==> src/rtl/store_buffer.sv <==
// store_buffer: posted-write buffer between MEM-stage load/store logic and a
// byte-addressed data memory that only supports sb and full-word writes.
// Stores enqueue in one cycle and drain in order whenever the memory port is
// free. Loads are forwarded from a same-word sw or stalled on partial overlap.
//
// Ports:
//   clk, rst_n              clock, asynchronous active-low reset
//   st_valid/op/addr/data   store request from MEM stage
//   st_ready                buffer has room for a store this cycle
//   st_err                  one-cycle pulse: previous store was rejected
//   ld_valid/addr           load request from MEM stage
//   ld_hit/ld_data          forwarded word for the load
//   ld_stall                hold the load; conflicting entries still pending
//   dm_we/op/addr/din       data memory write port (driven from head entry)
//   empty                   no entries held
module store_buffer #(
  parameter int DEPTH = 4
) (
  input  logic        clk,
  input  logic        rst_n,
  input  logic        st_valid,
  input  logic [5:0]  st_op,
  input  logic [31:0] st_addr,
  input  logic [31:0] st_data,
  output logic        st_ready,
  output logic        st_err,
  input  logic        ld_valid,
  input  logic [31:0] ld_addr,
  output logic        ld_hit,
  output logic [31:0] ld_data,
  output logic        ld_stall,
  output logic        dm_we,
  output logic [5:0]  dm_op,
  output logic [31:0] dm_addr,
  output logic [31:0] dm_din,
  output logic        empty
);
  localparam int            AW       = $clog2(DEPTH);
  localparam logic [5:0]    OP_SB    = 6'b101000;
  localparam logic [5:0]    OP_SH    = 6'b101001;
  localparam logic [5:0]    OP_SW    = 6'b101011;
  localparam logic [AW:0]   CNT_FULL = (AW+1)'(DEPTH);

  logic          r_valid [DEPTH];
  logic [5:0]    r_op    [DEPTH];
  logic [31:0]   r_addr  [DEPTH];
  logic [31:0]   r_data  [DEPTH];
  logic          r_half  [DEPTH];
  logic [AW-1:0] r_head;
  logic [AW-1:0] r_tail;
  logic [AW:0]   r_count;
  logic          r_st_err;

  logic          w_bad;
  logic          w_push;
  logic          w_pop;
  logic          w_sh_first;
  logic          w_match_any;
  logic          w_young_sw;
  logic [31:0]   w_young_data;
  logic [AW-1:0] w_idx;
  logic [1:0]    w_unused_ld;

  // Word-granular load compare ignores the byte offset.
  assign w_unused_ld = ld_addr[1:0];

  assign st_ready = (r_count < CNT_FULL);
  assign empty    = (r_count == (AW+1)'(0));
  assign st_err   = r_st_err;
  assign w_push   = st_valid && st_ready && !w_bad;
  assign dm_we    = !empty && (!ld_valid || ld_stall);
  // The first half of an sh only flips its half flag; the entry stays.
  assign w_pop    = dm_we && !w_sh_first;

  // Illegal opcode or misaligned sh/sw.
  always_comb begin
    w_bad = 1'b0;
    case (st_op)
      OP_SB:   w_bad = 1'b0;
      OP_SH:   w_bad = st_addr[0];
      OP_SW:   w_bad = |st_addr[1:0];
      default: w_bad = 1'b1;
    endcase
  end

  // Scan oldest to youngest so the last match seen is the youngest.
  always_comb begin
    w_match_any  = 1'b0;
    w_young_sw   = 1'b0;
    w_young_data = 32'd0;
    w_idx        = r_head;
    for (int k = 0; k < DEPTH; k++) begin
      w_idx = r_head + AW'(k);
      if (((AW+1)'(k) < r_count) && r_valid[w_idx] &&
          (r_addr[w_idx][31:2] == ld_addr[31:2])) begin
        w_match_any  = 1'b1;
        w_young_sw   = (r_op[w_idx] == OP_SW);
        w_young_data = r_data[w_idx];
      end else begin
        w_match_any  = w_match_any;
      end
    end
  end

  // Load decision; a same-cycle store always stalls the load.
  always_comb begin
    ld_hit   = 1'b0;
    ld_stall = 1'b0;
    ld_data  = 32'd0;
    if (!ld_valid) begin
      ld_hit   = 1'b0;
    end else if (st_valid) begin
      ld_stall = 1'b1;
    end else if (w_match_any && w_young_sw) begin
      ld_hit   = 1'b1;
      ld_data  = w_young_data;
    end else if (w_match_any) begin
      ld_stall = 1'b1;
    end else begin
      ld_hit   = 1'b0;
    end
  end

  // Memory write fields from the head entry; sh becomes two byte writes.
  always_comb begin
    dm_op      = 6'd0;
    dm_addr    = r_addr[r_head];
    dm_din     = r_data[r_head];
    w_sh_first = 1'b0;
    case (r_op[r_head])
      OP_SW: dm_op = OP_SW;
      OP_SB: begin
        dm_op  = OP_SB;
        dm_din = {24'd0, r_data[r_head][7:0]};
      end
      OP_SH: begin
        dm_op = OP_SB;
        if (r_half[r_head]) begin
          dm_addr = r_addr[r_head] + 32'd1;
          dm_din  = {24'd0, r_data[r_head][15:8]};
        end else begin
          dm_din     = {24'd0, r_data[r_head][7:0]};
          w_sh_first = 1'b1;
        end
      end
      default: dm_op = 6'd0;
    endcase
  end

  // FIFO state, entry storage and error pulse.
  always_ff @(posedge clk or negedge rst_n) begin
    if (!rst_n) begin
      for (int i = 0; i < DEPTH; i++) begin
        r_valid[i] <= 1'b0;
        r_op[i]    <= 6'd0;
        r_addr[i]  <= 32'd0;
        r_data[i]  <= 32'd0;
        r_half[i]  <= 1'b0;
      end
      r_head   <= '0;
      r_tail   <= '0;
      r_count  <= '0;
      r_st_err <= 1'b0;
    end else begin
      r_st_err <= st_valid && w_bad;
      if (w_push) begin
        r_valid[r_tail] <= 1'b1;
        r_op[r_tail]    <= st_op;
        r_addr[r_tail]  <= st_addr;
        r_data[r_tail]  <= st_data;
        r_half[r_tail]  <= 1'b0;
        r_tail          <= r_tail + AW'(1);
      end
      if (dm_we && w_sh_first) begin
        r_half[r_head] <= 1'b1;
      end
      if (w_pop) begin
        r_valid[r_head] <= 1'b0;
        r_head          <= r_head + AW'(1);
      end
      case ({w_push, w_pop})
        2'b10:   r_count <= r_count + (AW+1)'(1);
        2'b01:   r_count <= r_count - (AW+1)'(1);
        default: r_count <= r_count;
      endcase
    end
  end
endmodule

==> config.mk <==
export PLATFORM = sky130hd
export DESIGN_NAME = store_buffer
export DESIGN_NICKNAME = d
export VERILOG_FILES = /design/src/rtl/store_buffer.sv
export SDC_FILE = /design/constraint.sdc
export NUM_CORES = 1
export LEC_CHECK = 0
export CORE_MARGIN = 2
export CORE_UTILIZATION = 49
export CTS_CLUSTER_SIZE = 40
export DETAILED_ROUTE_END_ITERATION = 7
export DONT_BUFFER_PORTS = 1
export REMOVE_ABC_BUFFERS = 1
export SLEW_MARGIN = 20
export SYNTH_ARGS = -nofsm -noshare
export SYNTH_HDL_FRONTEND = slang
export SYNTH_SLANG_ARGS = --single-unit
==> constraint.sdc <==
create_clock -name clk -period 7.07 [get_ports clk]
set_input_delay 1.414 -clock clk [delete_from_list [all_inputs] [get_ports clk]]
set_output_delay 1.414 -clock clk [all_outputs]
set_load 0.005 [all_outputs]
==> summary by stage, run 1 <==
Outcome
The run finished with clean final reports.

Global routing
Global routing finished with a remaining overflow of 0. The number of global-route vias before repair is 15670. The wire length of the first global-routing pass is between 90000 and 100000 um. The initial antenna violation count came to 0. Global routing used 27.46% of the available tracks across all layers.

Entering global routing, the biggest net connects roughly 300 pins.

Job
Max-cap violations in this run came to 0.

Setup path
At the worst endpoint, the required time is approximately 5.7 ns. The worst setup path is of the flop to primary output kind. The type of element capturing the critical path is a primary output. In this run the worst path has a maximum fanout of 33. The worst register-to-register path has a setup slack of 2.17 ns. The critical path startpoint category is a flop. The worst register-to-register path has a depth of 15. At the worst endpoint, the arrival time is roughly 5.3 ns.

STA
The highest achievable clock rate is between 100 and 150 MHz. The number of failing hold endpoints at the final stage came to 0. The number of failing setup endpoints in the final timing report is 0. The worst-case headroom to the max-slew limit is slightly below 30%. For the final routed database, the setup TNS stands at 0 ns.

Setup repair after global routing left no endpoint under its margin. The share of the clock period used by the worst path is roughly 95%. The routed design could run at a clock period as short as slightly below 7 ns.

The worst hold slack is between 0.4 and 0.5 ns. At the pin with the least slew margin, the transition time is 1.053 ns. Clock skew on the completed layout was measured at 0.01988 ns.

The count of final max-slew check failures was 0.

Floorplanning
In this run the vertical extent of the chip is 216.7 um. The total area inside the core boundary comes to ~0.044 mm2. The initial utilization of the core area, before any placement, comes to between 40% and 50%.

The total I/O pin count is 214. The floorplan row count is 77. The width of the die is 216.7 um.

The die area is roughly 0.047 mm2.

Placement
The routability congestion estimate from global placement is around 1.0. Once detailed placement completed, the half-perimeter wirelength came to ~43000 um. The cell count after placement is ~2200.

The count of input and output buffers is 0.

CTS
TritonCTS built the clock tree. The number of clock buffers inserted by TritonCTS is 35. The clock transition at the registers of the reported paths is 0.06 ns. The number of clock sinks seen by CTS is approximately 300. CTS built an H-tree with a depth of 2.

The latest clock arrival within the worst-skew pair is 0.56 ns. The clock root buffer is sky130_fd_sc_hd__clkbuf_16. The maximum count of clock buffers along a single path is 3.

Logic synthesis
During synthesis, Yosys emitted a total of 0 warnings. The register area share after synthesis is between 30 and 40%. The synthesized netlist contains between 70 and 80 unique library cells.

Summed over all instances, the cell type with the most area after synthesis is sky130_fd_sc_hd__dfrtp_1. The flop and latch count out of synthesis is slightly below 300. The average instance in the mapped netlist occupies ~13 um2.

The post-synthesis instance total is 1730. The commonest cells after synthesis are sky130_fd_sc_hd__dfrtp_1, sky130_fd_sc_hd__mux2_2, sky130_fd_sc_hd__mux4_2. The proportion of netlist area held by the largest area contributor is 33.43%.

The share of synthesized flip-flops with an asynchronous set or reset is 100.0%. Yosys instantiated no cell more often than sky130_fd_sc_hd__dfrtp_1. The most common flop cell mapped by yosys is sky130_fd_sc_hd__dfrtp_1. Yosys mapped a number of flops with a built-in enable equal to 0. Sorting the synthesized cells by area gives the leading types as sky130_fd_sc_hd__dfrtp_1, sky130_fd_sc_hd__mux4_2, sky130_fd_sc_hd__mux2_2. The synthesized netlist occupies a cell area of 0.02216 mm2.

Pwr
The total power draw is roughly 7.5 mW. In this run the static leakage power is 9.773 nW. The worst-case IR drop observed on VDD is 368.9 uV. The total power divided by cell area is 315.7 mW/mm2.

Final layout
Compared with the post-synthesis result, the final layout area differs by 6.781%. The antenna diode count is 0. The post-route netlist has ~39% of its cells at a drive strength greater than 1. Across the whole layout, storage elements account for 0.007415 mm2. The net count of the finished layout is 1761. The count of placed standard cells in the final layout, fillers left out is between 2000 and 2500. The area of the multi-input gates is 0.01395 mm2. The filler cell count is ~3800.

Routing
The post-detailed-routing wire length is approximately 64000 um. The ratio of routed vias to standard cells is just under 7. The routed wire length per instance is 28.13 um.

In the routed design, unresolved DRC markers number 0. The iteration count of the initial detailed-routing pass is 5. Detailed routing inserted a total of ~15000 vias. The remaining number of nets flagged by the antenna check after routing is 0.

After the first detailed-routing iteration, the DRC count stood at approximately 1300.

Worst hold path
The worst hold path belongs to the class flop to flop. The cell count of the worst hold path is 1.
through the flow:
stage	setup WS, ns	utilization (%)	cell area, um2
2_1_floorplan	-13.01	-	21420
3_3_place_gp	0.7552	50.54	22450
3_5_place_dp	0.7799	50.54	22450
4_1_cts	0.1643	53.17	23620
5_1_grt	0.01610	53.28	23660
6_report	0.3401	53.28	23660
cell usage in the layout (no fill, tap or decap), drive strengths merged, types with 14 or more instances in the layout:
master  instances
dfrtp         296
mux2          288
mux4          232
xnor2         122
a211oi         69
nor2b          62
mux2i          60
nand2          51
clkbuf         49
nand4          48
nand2b         43
o21ai          41
inv            30
nor2           27
buf            27
xor2           21
nand3          19
and3           16
ha             14
worst max-delay path, cell delays in order (launching register included):
cell                       delay [ns]
sky130_fd_sc_hd__dfrtp_4         0.48
sky130_fd_sc_hd__inv_1           0.23
sky130_fd_sc_hd__ha_4            0.38
sky130_fd_sc_hd__buf_4           0.39
sky130_fd_sc_hd__mux4_2          0.56
sky130_fd_sc_hd__xnor2_1         0.37
sky130_fd_sc_hd__nand4_1         0.17
sky130_fd_sc_hd__nor4_1          0.38
sky130_fd_sc_hd__nand3_2         0.15
sky130_fd_sc_hd__buf_4           0.28
sky130_fd_sc_hd__o211a_1         0.28
sky130_fd_sc_hd__a211o_4         0.58
sky130_fd_sc_hd__a211oi_1        0.45
flip-flops by register name, indices dropped and copies added (netlist names):
signal and count:
r_head 2, r_tail 2, r_valid 4, r_op 24, st_err 1, r_half 4
r_data 128, r_count 3, r_addr 128
timing repair:
item / in CTS / in global routing
endpoints found under the setup margin: 0 / 26
hold buffers: 0 / 0
setup buffers: 0 / 1
resized for setup: 0 / 1
where the power goes:
| group | switching [mW] | internal (mW) |
|---|---|---|
| Clock | 0.739 | 1.09 |
| Combinational | 1.79 | 1.69 |
| Sequential | 0.241 | 1.91 |
final cells by class:
type | instances | area share, %
Inverter | 31 | 0.4918
Tap cell | 592 | 3.130
Clock inverter | 14 | 0.5975
Multi-Input combinational cell | 1250 | 58.95
Timing Repair Buffer | 27 | 1.147
Sequential cell | 296 | 31.33
Clock buffer | 49 | 4.352
path summary, 6_finish.rpt:
path	start	to
setup / recovery	r_head[1]$_DFFE_PN0P_	ld_data[2]
hold reg to reg	r_op[9]$_DFFE_PN0P_	r_op[9]$_DFFE_PN0P_
min in group asynchronous	rst_n	r_data[51]$_DFFE_PN0P_
hold / removal	r_op[9]$_DFFE_PN0P_	r_op[9]$_DFFE_PN0P_
setup reg to reg	r_head[0]$_DFFE_PN0P_	r_count[2]$_DFFE_PN0P_
max in group asynchronous	rst_n	r_head[1]$_DFFE_PN0P_
metal layers:
layer  global-route usage [%]  routed length (um)  share of wire (%)  up-vias
li1                         -                   -                  -     6546
met1                    36.48               26130                 41     8122
met2                    44.44               30830                 49      508
met3                    6.933                4639                7.3      113
met4                    8.630                1953                3.1        0
met5                        0                   0                  0        -
kinds of logic (layout without fill, tap and decap cells):
family	count (synthesis)	after routing	share of synthesized area, %
muxes	580	580	40.92
and+or+nand+nor	322	322	8.379
DFF	296	296	33.43
AOI/OAI and AO/OA	189	189	6.900
buffers and inverters	185	121	3.879
xor gates and xnor gates	143	143	5.686
adders and majority gates	14	14	0.7905
other	1	2	0.01692
Power figures use the tool's default switching activity.
==> run 2, diff against run 1 <==
--- a/config.mk
+++ b/config.mk
@@ -5,7 +5,6 @@
 export SDC_FILE = /design/constraint.sdc
 export NUM_CORES = 1
 export LEC_CHECK = 0
-export CORE_MARGIN = 2
 export CORE_UTILIZATION = 49
 export CTS_CLUSTER_SIZE = 40
 export DETAILED_ROUTE_END_ITERATION = 7
==> summary by stage, run 2 (synthesized netlist as in run 1, its figures left out) <==
Outcome
The run finished with clean final reports.

CTS
Once the clock tree was built, the resizer swapped 0 gates to a different size. Clock-pin slew was measured on the worst setup and hold paths at 0.06 ns. The number of H-tree levels is 2. The setup fix buffers added after clock tree synthesis is 0. TritonCTS created 36 clock buffers. At the later pin of the worst-skew pair, clock insertion delay measures between 0.5 and 0.6 ns.

The total of hold buffers inserted after clock tree synthesis is 0. The clock passes through at most 3 buffers. The clock root buffer is sky130_fd_sc_hd__clkbuf_16. TritonCTS built the clock tree. The number of clock sinks seen by CTS is around 300.

Global routing
Entering global routing, the biggest net connects 297 pins. The initial antenna violation count came to 2. The total routing usage reported by global routing is between 20 and 30%. The wire length of the first global-routing pass is 98400 um.

The overflow left after global routing is 0. The number of global-route vias before repair is roughly 16000.

Pwr
The total power divided by cell area is approximately 310 mW/mm2. The share of total power dissipated in combinational logic is a little under half. The power share of the sequential group is between 20% and 30%. Summed over all nets, the switching power comes to about 2.8 mW. The maximum vdd ir drop is 376.9 uV.

Internal power comes to roughly 4.6 mW. Summed over all cells, the static leakage comes to roughly 9.8 nW. The switching share of power is between 30% and 40%. Total power for the finished layout comes to 7.410 mW. The power share of the clock group is roughly 24%.

Routing
The number of DRC markers in iteration 0 is around 1300. The routed wire length per instance is around 28 um. Detailed routing inserted a total of roughly 15000 vias. In this run the remaining antenna-violating nets after routing total 0.

The pre-antenna-repair detailed-routing pass consisted of 5 iterations. After detailed routing, the total wire length is about 64000 um. The ratio of routed vias to standard cells is 6.789. The number of remaining DRC errors is 0.

Setup path
The critical path contains buffers and inverters numbering 4 combined. By startpoint and endpoint, the worst setup path is classified as flop to primary output. Along the worst path, the maximum fanout reaches 31. The top cell family by delay on the critical path is compound AO/OA/AOI/OAI gates. The delay of the slowest cell on the worst path is approximately 0.6 ns. The data arrival time of the worst path is 5.30 ns. On the critical path, the stage with the largest delay is an instance of sky130_fd_sc_hd__or3b_4. The critical path required time is around 5.7 ns. The worst setup path is captured at a primary output. Traced cell by cell, the critical path runs through inv_1, ha_4, buf_12, buf_4, mux2i_1, o22ai_1, a2111oi_0, a31oi_1, nand4b_1, or3b_4, nor3b_1, a211o_4, buf_12, a211oi_2. The critical path startpoint category is a flop. Counting stages on the worst path, the most repeated cell is sky130_fd_sc_hd__buf_12.

Placement
The placed instance area is 0.02250 mm2. Detailed placement finished with a half-perimeter wire length of 43030 um. The routability congestion estimate from global placement is about 1.0. The count of input and output buffers is 0.

STA
In this run the tightest slew margin relative to its limit is a little under a third. The count of final max-slew check failures was 0. The share of the clock period used by the worst path is approximately 95%.

The highest achievable clock rate is between 100 and 150 MHz. On the final layout, the worst clock skew is around 0.017 ns. The number of failing hold endpoints at the final stage is 0. At the pin with the least slew margin, the transition time is around 1.0 ns.

Hold timing on the final database bottoms out at a slack of 0.4632 ns. The shortest clock period the worst path allows after layout is around 6.7 ns. Setup violations remaining at the end of the flow were counted as 0. Setup repair after global routing left no endpoint under its margin.

Final layout
0 antenna diodes ended up in the layout. The library cells used most frequently in the layout, excluding fill and tap cells, are sky130_fd_sc_hd__dfrtp_1, sky130_fd_sc_hd__mux2_2, sky130_fd_sc_hd__mux4_2. The fraction of final layout cells sized beyond drive strength 1 is about 39%. The largest registers in the layout are r_addr: 128 flops, r_data: 128 flops, r_op: 24 flops.

The summed area of non-filler cells in the final layout is between 0.02 and 0.025 mm2. The layout overhead on the synthesized area is 6.725%. After the last flow step, the layout net total stands at 1759. Leaving out fill and tap cells, the most frequent cell in the layout is sky130_fd_sc_hd__dfrtp_1.

Floorplanning
The floorplan row count is 77. The core area is around 0.044 mm2. The initial utilization of the core area, before any placement, comes to around half. The total I/O pin count is between 200 and 250. Measured along the y axis, the die boundary spans 214.7 um. The die covers approximately 0.046 mm2. The width of the die is between 200 and 250 um.

Worst hold path
The path class of the lowest-slack min-delay path is flop to flop.

Job
The number of max-cap violations is 0.
-- run 2: changes by cell type in the layout (fill, tap and decap cells not counted), sizes merged --
cell,previous run,this run
buf,27,24
clkinv,12,15
bufinv,2,0
inv,30,29
-- run 2: path summary, 6_finish.rpt --
kind | from | endpoint | slack, ns | cells past startpoint
max | r_head[1]$_DFFE_PN0P_ | ld_data[7] | 0.36 | 14
min | r_op[17]$_DFFE_PN0P_ | r_op[17]$_DFFE_PN0P_ | 0.46 | 1
max reg2reg | r_head[1]$_DFFE_PN0P_ | r_count[2]$_DFFE_PN0P_ | 2.21 | 17
min reg2reg | r_op[17]$_DFFE_PN0P_ | r_op[17]$_DFFE_PN0P_ | 0.46 | 1
max in group asynchronous | rst_n | r_head[0]$_DFFE_PN0P_ | 5.60 | 0
min in group asynchronous | rst_n | r_addr[10]$_DFFE_PN0P_ | 0.57 | 0
-- run 2: power by group through the flow --
stage	registers, mW	logic (mW)	clock network (mW)
floorplan	2.45	2.56	0
global placement	2.15	3.44	0
detailed placement	2.17	3.47	0
CTS	2.14	3.48	1.85
global route	2.19	3.69	1.91
finish	2.15	3.46	1.79
-- run 2: metal layers --
layer | global-route usage [%] | vias up | wire, um
met5 | 0 | - | 0
met4 | 9.429 | 0 | 1909
met3 | 7.915 | 121 | 5210
met2 | 44.50 | 591 | 30430
met1 | 37.10 | 8062 | 26280
li1 | - | 6542 | -
-- run 2: metrics by stage --
step                      worst slack, ns  setup TNS (ns)  utilization [%]  cells
after floorplan                    -13.01         -951.27                -   1577
after global placement             0.9118               0            50.66   2193
after detailed placement           0.9531               0            50.66   2193
after CTS                          0.3378               0            53.25   2256
after global routing               0.1280               0            53.25   2256
final                              0.3565               0            53.25   2256
-- run 2: final cells by class --
type	instances	area [um2]
clock buffer	49	1062
clock inverter	14	87.58
fill	3772	20760
inverter	31	116.4
multi-input combinational	1250	13950
sequential	296	7415
tap	592	740.7
timing repair buffer	24	280.3
==> run 3, diff against run 2 <==
--- a/config.mk
+++ b/config.mk
@@ -5,6 +5,7 @@
 export SDC_FILE = /design/constraint.sdc
 export NUM_CORES = 1
 export LEC_CHECK = 0
+export ABC_AREA = 1
 export CORE_UTILIZATION = 49
 export CTS_CLUSTER_SIZE = 40
 export DETAILED_ROUTE_END_ITERATION = 7
==> summary by stage, run 3 <==
Global routing
Global routing consumed, on the met1 layer, between 40% and 50% of the routing resources. The number of global-route vias before repair is slightly below 20000. For this run, global-route usage on met2 was measured as about 51%. The first global-routing pass estimated 108500 um of wire. The total routing usage reported by global routing is a little under a third. The overflow left after global routing is 0.

The routing usage on met3 is around 5.4%. The initial antenna violation count was 3. In this run the most used layer during global routing was met2. Entering global routing, the biggest net connects around 300 pins.

Logic synthesis
The cell taking the most area after synthesis is sky130_fd_sc_hd__dfrtp_1. Sorting the synthesized cells by area gives the leading types as sky130_fd_sc_hd__dfrtp_1, sky130_fd_sc_hd__nand2_1, sky130_fd_sc_hd__o21ai_0. The count of yosys warnings during synthesis is 0. The synthesized design contains 0 enable-type register cells. A synthesized cell averages approximately 6.3 um2. The register area share after synthesis is a little over a third. The synthesized netlist contains 42 unique library cells. Yosys instantiated no cell more often than sky130_fd_sc_hd__nand2_1. Sorting the synthesized cells by how often they occur yields sky130_fd_sc_hd__nand2_1, sky130_fd_sc_hd__o21ai_0, sky130_fd_sc_hd__nand3_1. Of the post-synthesis cell area, the dominant cell type holds 34.90%. After synthesis the netlist holds a flip-flop and latch count of 296. The netlist area before placement is roughly 0.021 mm2. The post-synthesis instance total is around 3400.

The share of synthesized flip-flops with an asynchronous set or reset is 100.0%. For this run, the leading register cell type out of synthesis is sky130_fd_sc_hd__dfrtp_1.

STA
Setup repair after global routing left no endpoint under its margin. The worst path in the final design needs a cycle of around 6.7 ns, including I/O delays and setup. In this run the tightest slew margin relative to its limit is a little under a third. The number of failing hold endpoints at the final stage is 0. The final setup skew is approximately 0.025 ns. The worst path uses 94.27% of the clock period. Setup violations remaining at the end of the flow were counted as 0. The count of final max-slew check failures is 0. The post-route worst setup slack is roughly 0.4 ns. The slew at the pin closest to its max-slew limit is 1.027 ns. The highest achievable clock rate is approximately 150 MHz.

Setup path
The classification of the worst setup path is flop to primary output. The type of element capturing the critical path is a primary output. In this run the critical register-to-register path is launched from r_head[1]$_DFFE_PN0P_. Data arrives at the worst endpoint at about 5.3 ns.

At the worst endpoint, the required time is 5.66 ns. The maximum net fanout on the critical path is 65. The most critical setup path has its startpoint at r_head[0]$_DFFE_PN0P_. The critical path startpoint category is a flop.

Placement
Once placement completed, the tool counted placed cells totaling 3769. The HPWL after detailed placement is between 40000 and 50000 um. The routability congestion estimate from global placement is around 0.94. Buffers placed on the I/O ports in this run total 0.

The worst slack after detailed placement is around 1 ns.

Pwr
Of the total power, the share spent switching nets is between 40 and 50%. The total power divided by cell area is roughly 380 mW/mm2. The combinational share of power is 52.9%.

The clock network burns between 20% and 30% of the power. The worst-case IR drop observed on VDD is ~370 uV. Sequential cells account for 24.1% of the total power. The net switching power is ~4.3 mW. In this run the static leakage power is around 11 nW.

The internal power contribution is 4.423 mW.

Final layout
The area growth from synthesis to layout is 6.897%. In the final layout, the share of cells above drive strength 1 is 4.353%. The top cell types in the final layout, fill and taps aside, are sky130_fd_sc_hd__nand2_1, sky130_fd_sc_hd__o21ai_0, sky130_fd_sc_hd__nand3_1. After the last flow step, the layout net total stands at roughly 3400. The count of placed standard cells in the final layout, fillers left out is approximately 3800.

Leaving out fill and tap cells, the most frequent cell in the layout is sky130_fd_sc_hd__nand2_1. In the final layout, the registers with the most flip-flops are r_addr: 128 flops, r_data: 128 flops, r_op: 24 flops.

Routing
The ratio of routed vias to standard cells is approximately 5.6. The number of remaining DRC errors is 4. The number of DRC markers in iteration 0 is a little under 2000. After detailed routing, the total wire length is roughly 69000 um. The total vias in the final route is approximately 22000. In the final routed layout, each cell accounts on average for roughly 18 um. The detail route stage leaves a number of antenna-violating nets equal to 0.

The first detailed-routing pass took 8 iterations.

CTS
In this run, post-CTS repair resized a total of 0 instances. The number of clock sinks seen by CTS is 296. The number of clock buffers inserted by TritonCTS is 39. TritonCTS built the clock tree.

Post-CTS timing repair inserted 0 buffers for setup. The clock root buffer is sky130_fd_sc_hd__clkbuf_16. Clock-pin slew was measured on the worst setup and hold paths at 0.05 ns. After clock tree synthesis, the flow added hold-fix buffers numbering 0. The number of H-tree levels is 2.

The clock reaches the later pin of the worst-skew pair after 0.57 ns. The maximum count of clock buffers along a single path is 3.

Worst hold path
The path class of the lowest-slack min-delay path is flop to flop. In this run the most critical hold path is launched from r_op[21]$_DFFE_PN0P_.

Floorplanning
The die covers 0.04415 mm2. The width of the die is between 200 and 250 um. The total I/O pin count is around 210. The die is roughly 210 um tall. The floorplan row count is 75. The total area inside the core boundary comes to 0.04232 mm2. Once the floorplan was initialized, standard cells occupied between 50 and 60% of the core.

Outcome
The checks that failed: DRC. The run finished, with violations left.

Job
The number of max-cap violations is 0.
==> run 3: cell count changes in the layout (fill, tap and decap cells not counted), sizes merged, moves of 43 or more <==
cell    delta
a211oi    -69
inv      +267
mux2     -288
mux2i     -50
mux4     -232
nand2   +1185
nand2b    -43
nand3    +347
nor2     +155
nor2b     -62
o21ai    +518
xnor2    -109
==> run 3: cell type report <==
cell class	count	area [um2]
sequential	296	7412
fill	4285	19630
tap	577	721.9
timing repair buffer	37	310.3
clock buffer	58	1177
clock inverter	11	127.6
multi-input combinational	2565	11810
antenna	3	7.507
inverter	295	1122
==> run 3: worst paths after layout <==
check | endpoint | slack (ns) | depth (start not counted)
max in group asynchronous | r_head[1]$_DFFE_PN0P_ | 5.84 | 0
min in group asynchronous | r_data[23]$_DFFE_PN0P_ | 0.56 | 0
worst min-delay path | r_op[21]$_DFFE_PN0P_ | 0.48 | 1
worst max register to register | r_count[2]$_DFFE_PN0P_ | 1.71 | 22
worst min register to register | r_op[21]$_DFFE_PN0P_ | 0.48 | 1
worst max-delay path | ld_data[21] | 0.40 | 21
==> run 3: worst max-delay path, stage by stage, from the launching register on <==
cell	delay, ns
sky130_fd_sc_hd__dfrtp_4	0.51
sky130_fd_sc_hd__inv_6	0.28
sky130_fd_sc_hd__ha_2	0.29
sky130_fd_sc_hd__buf_4	0.68
sky130_fd_sc_hd__nand3_1	0.22
sky130_fd_sc_hd__nand3_1	0.13
sky130_fd_sc_hd__nand2_1	0.09
sky130_fd_sc_hd__nor2_1	0.16
sky130_fd_sc_hd__nand2_1	0.07
sky130_fd_sc_hd__nor2_1	0.14
sky130_fd_sc_hd__nand2_1	0.07
sky130_fd_sc_hd__nor2_1	0.41
sky130_fd_sc_hd__inv_2	0.04
sky130_fd_sc_hd__buf_4	0.30
sky130_fd_sc_hd__nand2_1	0.12
sky130_fd_sc_hd__buf_4	0.44
sky130_fd_sc_hd__o221ai_1	0.18
sky130_fd_sc_hd__o21ai_1	0.12
sky130_fd_sc_hd__nand2_1	0.07
sky130_fd_sc_hd__nand2_1	0.12
sky130_fd_sc_hd__nor2_1	0.05
sky130_fd_sc_hd__buf_4	0.15
==> run 3: metal layers <==
| metal | vias up | share of wire [%] |
|---|---|---|
| li1 | 10640 | - |
| met1 | 10080 | 44 |
| met2 | 706 | 46 |
| met3 | 135 | 6.9 |
| met4 | 2 | 3.0 |
| met5 | - | 0.019 |
==> run 3: logic make-up (layout without fill, tap and decap cells) <==
family,after synthesis,count (layout),synth area share (%)
adders and majority gates,14,14,0.8253
xor gates and xnor gates,44,44,1.816
buffers and inverters,498,401,9.668
muxes,10,10,0.4716
AOI/OAI and AO/OA,642,642,16.18
and+or+nand+nor,1853,1853,36.13
other,1,5,0.01767
DFF,296,296,34.90
==> run 3: through the flow <==
stage | instance area, um2 | setup TNS, ns | utilization, % | total power [mW] | hold WS [ns]
2_1_floorplan | 20290 | -653.34 | - | 5.379 | 0.4400
3_3_place_gp | 21350 | 0 | 50.44 | 6.564 | 0.4532
3_5_place_dp | 21350 | 0 | 50.44 | 6.654 | 0.4705
4_1_cts | 22650 | 0 | 53.53 | 8.690 | 0.4849
5_1_grt | 22680 | 0 | 53.60 | 9.398 | 0.4971
6_report | 22690 | 0 | 53.61 | 8.718 | 0.4785
==> run 3: power groups by stage <==
stage                     clock, mW  sequential [mW]  combinational, mW
after floorplan                   0             2.25               3.13
after global placement            0             2.12               4.45
after detailed placement          0             2.12               4.53
after CTS                      2.05             2.09               4.54
after global routing           2.11             2.13               5.16
final                          2.01             2.10               4.61
